## src/rtl/data_top_pkg.sv

```systemverilog
// Shared types and default sizing for the data_top req/ack transfer block.
// Optional macro DATA_TOP_SYNC_EN is consumed by data_top.
package data_top_pkg;

  localparam int DATA_W_DEF  = 4;
  localparam int MAX_VAL_DEF = 7;

  typedef enum logic [1:0] {
    S_IDLE,
    S_REQ,
    S_ACK_LOW
  } snd_state_t;

endpackage

```

## src/rtl/hs_sync_2ff.sv

```systemverilog
// Two-flop single-bit synchronizer with synchronous active-high reset.
// Used for req/ack only when DATA_TOP_SYNC_EN is defined.
module hs_sync_2ff (
  input  logic clk,
  input  logic rst,
  input  logic d,
  output logic q
);

  logic s1;

  // shift the async-domain bit through two flops
  always_ff @(posedge clk) begin
    if (rst) begin
      s1 <= 1'b0;
      q  <= 1'b0;
    end else begin
      s1 <= d;
      q  <= s1;
    end
  end

endmodule

```

## src/rtl/data_top.sv

```systemverilog
// Sender and receiver joined by a four-phase req/ack handshake.
// Define DATA_TOP_SYNC_EN to insert two-flop synchronizers on req and ack.
module data_top
  import data_top_pkg::*;
#(
  parameter int DATA_W  = DATA_W_DEF,
  parameter int MAX_VAL = MAX_VAL_DEF
) (
  input  logic              clk,
  input  logic              rst,
  output logic [DATA_W-1:0] data_out,
  output logic              data_valid,
  output logic              req,
  output logic              ack
);

  localparam logic [DATA_W-1:0] LAST = DATA_W'(MAX_VAL);
  localparam logic [DATA_W-1:0] ONE  = DATA_W'(1);

  snd_state_t        state;
  snd_state_t        state_n;
  logic              req_n;
  logic [DATA_W-1:0] data;
  logic [DATA_W-1:0] data_n;
  logic              req_s;
  logic              ack_s;

`ifdef DATA_TOP_SYNC_EN
  hs_sync_2ff u_req_sync (
    .clk (clk),
    .rst (rst),
    .d   (req),
    .q   (req_s)
  );

  hs_sync_2ff u_ack_sync (
    .clk (clk),
    .rst (rst),
    .d   (ack),
    .q   (ack_s)
  );
`else
  assign req_s = req;
  assign ack_s = ack;
`endif

  // sender state, request line and payload registers
  always_ff @(posedge clk) begin
    if (rst) begin
      state <= S_IDLE;
      req   <= 1'b0;
      data  <= '0;
    end else begin
      state <= state_n;
      req   <= req_n;
      data  <= data_n;
    end
  end

  // sender next state; payload only advances once ack has dropped
  always_comb begin
    state_n = state;
    req_n   = req;
    data_n  = data;
    unique case (state)
      S_IDLE: begin
        req_n   = 1'b1;
        state_n = S_REQ;
      end
      S_REQ: begin
        if (ack_s) begin
          req_n   = 1'b0;
          state_n = S_ACK_LOW;
        end
      end
      S_ACK_LOW: begin
        if (!ack_s) begin
          data_n  = (data == LAST) ? '0 : data + ONE;
          state_n = S_IDLE;
        end
      end
      default: begin
        req_n   = 1'b0;
        state_n = S_IDLE;
      end
    endcase
  end

  // receiver: capture on rising req, release ack on falling req
  always_ff @(posedge clk) begin
    if (rst) begin
      ack        <= 1'b0;
      data_out   <= '0;
      data_valid <= 1'b0;
    end else begin
      data_valid <= 1'b0;
      if (req_s && !ack) begin
        data_out   <= data;
        data_valid <= 1'b1;
        ack        <= 1'b1;
      end else if (!req_s && ack) begin
        ack <= 1'b0;
      end
    end
  end

endmodule

```

## config.mk

```make
export PLATFORM = sky130hd
export DESIGN_NAME = data_top
export DESIGN_NICKNAME = d
export VERILOG_FILES = /design/src/rtl/data_top_pkg.sv /design/src/rtl/hs_sync_2ff.sv /design/src/rtl/data_top.sv
export SDC_FILE = /design/constraint.sdc
export NUM_CORES = 1
export LEC_CHECK = 0
export CAP_MARGIN = 30
export CELL_PAD_IN_SITES_DETAIL_PLACEMENT = 1
export CELL_PAD_IN_SITES_GLOBAL_PLACEMENT = 2
export CORE_UTILIZATION = 27
export CTS_CLUSTER_SIZE = 24
export DETAILED_ROUTE_END_ITERATION = 8
export PLACE_DENSITY_LB_ADDON = 0.3
export SKIP_CTS_REPAIR_TIMING = 1
export SLEW_MARGIN = 20
export SYNTH_ARGS = -nofsm -noshare
export SYNTH_HDL_FRONTEND = slang
export SYNTH_HIERARCHICAL = 1
export SYNTH_SLANG_ARGS = --single-unit
```

## constraint.sdc

```tcl
create_clock -name clk -period 1.3 [get_ports clk]
set_input_delay 0.26 -clock clk [delete_from_list [all_inputs] [get_ports clk]]
set_output_delay 0.26 -clock clk [all_outputs]
set_load 0.1 [all_outputs]
```

== Yosys cells after proc, flatten, opt, wreduce, memory -nomap -nowiden ==
Index checks and enable logic that the tools add are counted.

* Bits in registers: 13
* Word-level logic and storage cells: 32
* Input port bits: 2
* Output and inout port bits: 7

* Add/sub/neg operators: 1
* Eq/ne operators: 5
* Reduce and logical (&&, ||, !) cells: 9
* Bitwise logic cells: 2
* Mux-type cells: 9

{| class="wikitable"
|+ Operator list
! kind !! count
|-
| $pmux 2 s3 || 1
|-
| $reduce_and 2->1 || 3
|-
| $add 4x1->4 const B || 1
|-
| $eq 4x3->1 const B || 1
|-
| $mux 1 || 4
|-
| $mux 2 || 2
|-
| $mux 4 || 1
|-
| $ne 2x2->1 const B || 2
|-
| $pmux 1 s3 || 1
|-
| $eq 2x1->1 const B || 1
|-
| $eq 2x2->1 const B || 1
|-
| $logic_and 1x1->1 || 2
|-
| $logic_not 1->1 || 2
|-
| $logic_not 2->1 || 1
|-
| $not 1->1 || 2
|-
| $reduce_bool 2->1 || 1
|}

== Logic depth before layout (Yosys ltp) ==
Gate-level depths: netlist (run 1).

* Depth after elaboration: 4
* Gate-level depth with buffers: 5
* Depth with buffers taken out: 4

== Worst setup path after synthesis (run 1) ==
Ideal clock, no wire load.

* Path type: reg-to-reg
* Start: register ack
* End: register data_out[0]
* Path buffers: 1
* Arrival: 1.777 ns
* Slack: -0.605 ns
* Stages on the path, launching flop included: 6
* Data required time: 1.172 ns
* Setup time: 0.128 ns
* Period minus slack after synthesis: 1.905 ns
* Path through: dfxtp_1 -> inv_1 -> ha_1 -> clkbuf_1 -> mux2i_1 -> nor2_1

* Longest elaborated chain between the ends: 2

{| class="wikitable"
|+ Ends and longest elaborated chain
! what !! RTL line !! source
|-
| start, declared || data_top.sv:14 || <nowiki>output logic ack</nowiki>
|-
| start signal, assigned || data_top.sv:92 || <nowiki>ack <= 1'b0;</nowiki>
|-
| start signal, assigned || data_top.sv:100 || <nowiki>ack <= 1'b1;</nowiki>
|-
| start signal, assigned || data_top.sv:102 || <nowiki>ack <= 1'b0;</nowiki>
|-
| $logic_not 1->1 || data_top.sv:97 || <nowiki>if (req_s && !ack) begin</nowiki>
|-
| $logic_and 1x1->1 || data_top.sv:97 ||
|-
| end signal, assigned || data_top.sv:98 || <nowiki>data_out <= data;</nowiki>
|-
| end, declared || data_top.sv:11 || <nowiki>output logic [DATA_W-1:0] data_out,</nowiki>
|}

Every way passes these cells.
A chain may end at the register's enable or synchronous reset.

== Worst setup path after layout (run 1) ==
* Start: register state[0]
* End: register data[3]

* Longest elaborated chain between the ends: 2

{| class="wikitable"
|+ Ends and longest elaborated chain
! what !! RTL line !! source
|-
| start, declared || data_top.sv:20 || <nowiki>snd_state_t state;</nowiki>
|-
| start signal, assigned || data_top.sv:54 || <nowiki>state <= state_n;</nowiki>
|-
| $eq 2x2->1 || data_top.sv:65 || <nowiki>unique case (state)</nowiki>
|-
| $reduce_and 2->1 (no source line) || - ||
|-
| end signal, assigned || data_top.sv:56 || <nowiki>data <= data_n;</nowiki>
|-
| end, declared || data_top.sv:23 || <nowiki>logic [DATA_W-1:0] data;</nowiki>
|}

Every way passes these cells.

==> results.cfg, run 1 <==
[placed_design]
portBuffers = 8
dp_hpwl_microns = 787
dp.cells = 85
place_congestion = 0.716

[setup_path]
path_cells = nor3b_4, a21oi_1, a41o_1
cp.required_ns = 1.48
cpPeakStageDelay_ns = 0.38
cp-end-kind = register
cp.arrival_ns = 1.33
cp_max_fo = 5
crit_type = register to register
critPathLaunchType = register
critPathSlowestCell = dfxtp_1

[global_route]
antenna_found_initial = 0
grt-ovfl-total = 0
grt_usage_pct = 13.3
grt_start_max_net_pins = 9
grt_pass1_vias = 419
grt_pass1_wl_microns = 1870

[final_layout]
drive_gt1_share_pct = 31.3
instances_no_fill = 89
antenna_cells = 0
syn_to_final_growth_pct = 43.7
nets = 69

[sta]
tightest_slew_ns = 0.280
timing.hold.ws_ns = 0.533
max_slew_margin_pct = 81.3
timing_hold_violations_final = 0
skew_ns = 0.00141
post-route-period-util_pct = 88.1
post-route-min-period_ns = 1.15
finalMaxSlewViolations = 0
tns_ns = 0
finalSetupViolations = 0
grt_setup_unrepaired = false
max_freq_mhz = 873

[cts]
cts_buffers = 3
path_clk_slew_ns = 0.08
clk_path_buf_depth = 2
insertion_delay_ns = 0.28
cts_tree = built
cts_sinks = 13
htree_levels = 1
cts-root-buf = clkbuf_4

[pwr]
p_sw_mw = 0.259
power_frac_clock_pct = 29.8
p_leak_nw = 0.316
power.share.sequential_pct = 50.6
powerDensity_nw_per_um2 = 1110
p_int_mw = 0.596
pwr-share-comb_pct = 19.6
switching_share_pct = 30.3
ir_drop_v = 0.000746

[status]
status = completed

[floorplanning]
die_w_microns = 46.5
core_area_sq_um = 1780
rows = 15
start_util_pct = 30.0
die-area_sq_um = 2170
die_y_microns = 46.5
ios = 9

[detailed_routing]
wl_per_cell_microns = 12.9
routed_wl_microns = 1150
drt_pre_antenna_iters = 3
drt_iter0_drc = 1
drc = 0
vias_per_cell = 4.71
ant_nets = 0
num_vias = 419

[synth]
syn_avg_cell_area_sq_um = 10.5
synth_area_leader_cell = dfxtp_1
synth-seq-cells = 13
ys_types = 22
synthCells = 51
synth-seq-area-share_pct = 48.6
synth_area_leaders = dfxtp_1, mux2i_1, nor2_1
syn-num-nets = 55
syn_area_sq_um = 536
yosys_warnings = 6
synth_top_cell_area_share_pct = 48.6

[run]
maxCapViolCount = 0

[worst_hold_path]
min_path_type = register to register
## power by group through the flow
stage | Sequential (mW) | Combinational (mW) | Clock (mW)
2_1_floorplan | 0.496 | 0.0499 | 0
3_3_place_gp | 0.441 | 0.165 | 0
3_5_place_dp | 0.442 | 0.168 | 0
4_1_cts | 0.432 | 0.168 | 0.273
5_1_grt | 0.435 | 0.175 | 0.284
6_report | 0.432 | 0.168 | 0.255
## metrics by stage
step	worst slack, ns	util [%]	instance area [sq um]	power, mW
2_1_floorplan	0.00157	-	544	0.546
3_3_place_gp	0.0208	41.5	739	0.606
3_5_place_dp	0.0195	41.5	739	0.609
4_1_cts	0.0820	43.0	767	0.873
5_1_grt	0.0650	43.2	769	0.894
6_report	0.154	43.2	769	0.854
## final cells by class
type                            count  area (sq um)
Clock inverter                      1          5.00
Tap cell                           25          31.3
Inverter                            2          7.51
Clock buffer                        3          22.5
Multi-Input combinational cell     34           263
Fill cell                         211          1010
Sequential cell                    13           268
Timing Repair Buffer               11           173
## cell families (layout without fill, tap and decap cells)
kind of cell    count (synthesis)  after routing  share of synthesized area, %
buf+inv                         4             17                          2.80
compound gates                  7              7                          10.0
mux                             6              6                          11.2
simple gates                   17             17                          19.4
fa+ha+maj                       2              2                          4.67
xor+xnor                        2              2                          3.27
flops                          13             13                          48.6
## critical path: cells and delay by family, from the launching register on
kind | cells | cell delay (ns)
AND/OR/NAND/NOR | 1 | 0.32
AO/OA/AOI/OAI | 2 | 0.34
flip-flops | 1 | 0.38
## cell usage in the layout, fill, tap and decap left out, drive strengths merged, types with 2 or more instances in the layout
master	count
a21oi	2
buf	10
clkbuf	3
dfxtp	13
ha	2
inv	2
mux2i	6
nor2	8
xnor2	2
## worst paths after layout
| check | end | slack, ns | cells past startpoint | start |
|---|---|---|---|---|
| setup reg to reg | data[3] | 0.15 | 3 | state[0] |
| hold reg to reg | state[0] | 0.53 | 1 | ack |
| hold / removal | state[0] | 0.53 | 1 | ack |
| setup / recovery | data[3] | 0.15 | 3 | state[0] |
## cells in the mapped netlist
cell type  number
a211oi_1        1
a21o_2          1
a21oi_1         2
a41o_1          1
and3_1          1
and4bb_1        1
clkbuf_1        2
dfxtp_1        13
ha_1            2
inv_1           2
mux2i_1         6
nand2_1         1
nand2b_1        1
nor2_1          8
nor2b_1         1
nor3_1          1
nor3b_4         1
o21ai_1         1
o31ai_2         1
or3_1           1
or3b_1          1
xnor2_1         2
## flip-flops by register name, indices dropped and copies added, names as in the netlist
signal and count:
req 1, ack 1, state 2, data_out 4, data_valid 1, data 4
## per-layer routing
metal	share of wire (%)	up-vias	GRT usage, %
met5	0	-	0
met4	2.3	0	8.82
met3	5.0	5	5.88
met2	51	7	21.1
met1	42	203	14.1
li1	-	204	-
Note: power is estimated with default switching activity, not from simulation.
==> inputs of run 2 (changes only) <==
--- a/config.mk
+++ b/config.mk
@@ -12,6 +12,7 @@
 export CTS_CLUSTER_SIZE = 24
 export DETAILED_ROUTE_END_ITERATION = 8
 export PLACE_DENSITY_LB_ADDON = 0.3
+export REMOVE_ABC_BUFFERS = 1
 export SKIP_CTS_REPAIR_TIMING = 1
 export SLEW_MARGIN = 20
 export SYNTH_ARGS = -nofsm -noshare
==> run 2 against run 1 <==
Compared with the run above: hold slack better by 0.0037 ns; sequential share of layout area down 0.70 points; final cell count up 1.1%; largest cell class unchanged; flip-flop and latch count unchanged; fmax down 8.2%.
==> results.cfg, run 2 (synthesized netlist as in run 1, its figures left out) <==
[sta]
finalSetupViolations = 0
grt_setup_unrepaired = false
post-route-period-util_pct = 96.1
timing_hold_violations_final = 0
post-route-min-period_ns = 1.25
max_slew_margin_pct = 77.9
finalWorstSetupSlack_ns = 0.0512
finalMaxSlewViolations = 0
tns_ns = 0
max_freq_mhz = 801
skew_ns = 0.000441
tightest_slew_ns = 0.332

[detailed_routing]
highest_layer = met3
routed_wl_microns = 1130
num_vias = 413
wl_met3_microns = 26
ant_nets = 0
vias_per_cell = 4.59
drt_pre_antenna_iters = 4
wl_per_cell_microns = 12.5
m1WireLength_microns = 536
drc = 0
wl_met2_microns = 564
drt_iter0_drc = 6

[pwr]
ir_drop_v = 0.000442
p_leak_nw = 0.319
p_int_mw = 0.604
p_sw_mw = 0.248
finalPower_mw = 0.852
power_frac_clock_pct = 29.1
pwr-share-comb_pct = 20.7
power.share.sequential_pct = 50.3
switching_share_pct = 29.1
powerDensity_nw_per_um2 = 1110

[cts]
cts_tree = built
cts_sinks = 13
clk_path_buf_depth = 2
insertion_delay_ns = 0.27
cts-root-buf = clkbuf_4
cts_buffers = 3
path_clk_slew_ns = 0.08
htree_levels = 1

[floorplanning]
die_w_microns = 46.5
start_util_pct = 30.0
die_y_microns = 46.5
die-area_sq_um = 2170
core_area_sq_um = 1780
rows = 15
ios = 9

[final_layout]
layout_common_cells = dfxtp_1, nor2_1, buf_12
n_fill_cell = 206
layout_commonest_cell = dfxtp_1
reg_top3 = data: 4 flops, data_out: 4 flops, state: 2 flops
syn_to_final_growth_pct = 43.2
multi_input_area_sq_um = 260
fin_util_pct = 43.0
nets = 70
final-seq-area_sq_um = 262
antenna_cells = 0
drive_gt1_share_pct = 27.7

[setup_path]
critPathLaunchType = register
cp_max_fo = 6
crit_type = register to primary output
r2r_slack_ns = 0.11
r2r_end = data[3]
cpPeakStageDelay_ns = 0.40
reg2reg_from = state[1]
cp.required_ns = 1.04
critPathSlowestCell = dfxtp_2
path_cells = buf_4, buf_12
cp.arrival_ns = 0.99
cp-end-kind = primary output
rr_worst_depth = 3

[global_route]
grt_start_max_net_pins = 11
grt_pass1_vias = 428
grt_pass1_wl_microns = 1890
grt-ovfl-total = 0
antenna_found_initial = 0
grt_usage_pct = 12.7

[worst_hold_path]
min_from = ack
hold_end = state[0]
min_path_type = register to register
holdPathStages = 1

[placed_design]
portBuffers = 8
place_ws_ns = -0.0174
place_congestion = 0.725
dp_hpwl_microns = 826

[run]
maxCapViolCount = 0

[status]
status = completed
==> run 2: power groups by stage <==
stage | sequential (mW) | combinational [mW] | clock (mW)
final | 0.428 | 0.176 | 0.248
after CTS | 0.428 | 0.178 | 0.264
after floorplan | 0.495 | 0.0457 | 0
after detailed placement | 0.438 | 0.177 | 0
after global routing | 0.430 | 0.185 | 0.269
after global placement | 0.437 | 0.174 | 0
==> run 2: cell type report <==
type	count	area share, %
Tap cell	25	4.08
Multi-Input combinational cell	34	33.9
Sequential cell	13	34.1
Clock buffer	4	3.43
Inverter	2	0.979
Timing Repair Buffer	12	23.5
==> run 2: worst max-delay path by stage <==
| stage | from | end | slack (ns) | depth (start not counted) |
|---|---|---|---|---|
| 3_3_place_gp | rst | data[0] | 0.01 | 3 |
| 6_report | ack | ack | 0.05 | 2 |
| 2_1_floorplan | ack | ack | -0.55 | 4 |
| 4_1_cts | ack | ack | -0.07 | 2 |
| 3_5_place_dp | rst | data[3] | -0.02 | 4 |
| 5_1_grt | state[1] | data[3] | 0.009 | 3 |
==> run 2: per-stage QoR <==
step | hold slack (ns) | std cells | cell area, sq um
6_report | 0.537 | 90 | 767
5_1_grt | 0.551 | 90 | 767
4_1_cts | 0.554 | 90 | 766
3_5_place_dp | 0.544 | 86 | 739
3_3_place_gp | 0.524 | 86 | 739
2_1_floorplan | 0.329 | 49 | 528
==> run 2: routing by layer <==
| layer | track usage, % | vias to the layer above |
|---|---|---|
| met5 | 0 | - |
| met4 | 7.06 | 0 |
| met3 | 2.35 | 0 |
| met2 | 19.7 | 6 |
| met1 | 16.3 | 203 |
| li1 | - | 204 |
==> run 2: critical path, delay by kind of cell, from the launching register on <==
| family | cells | cell delay (ns) |
|---|---|---|
| flops | 1 | 0.40 |
| buf+inv | 2 | 0.31 |
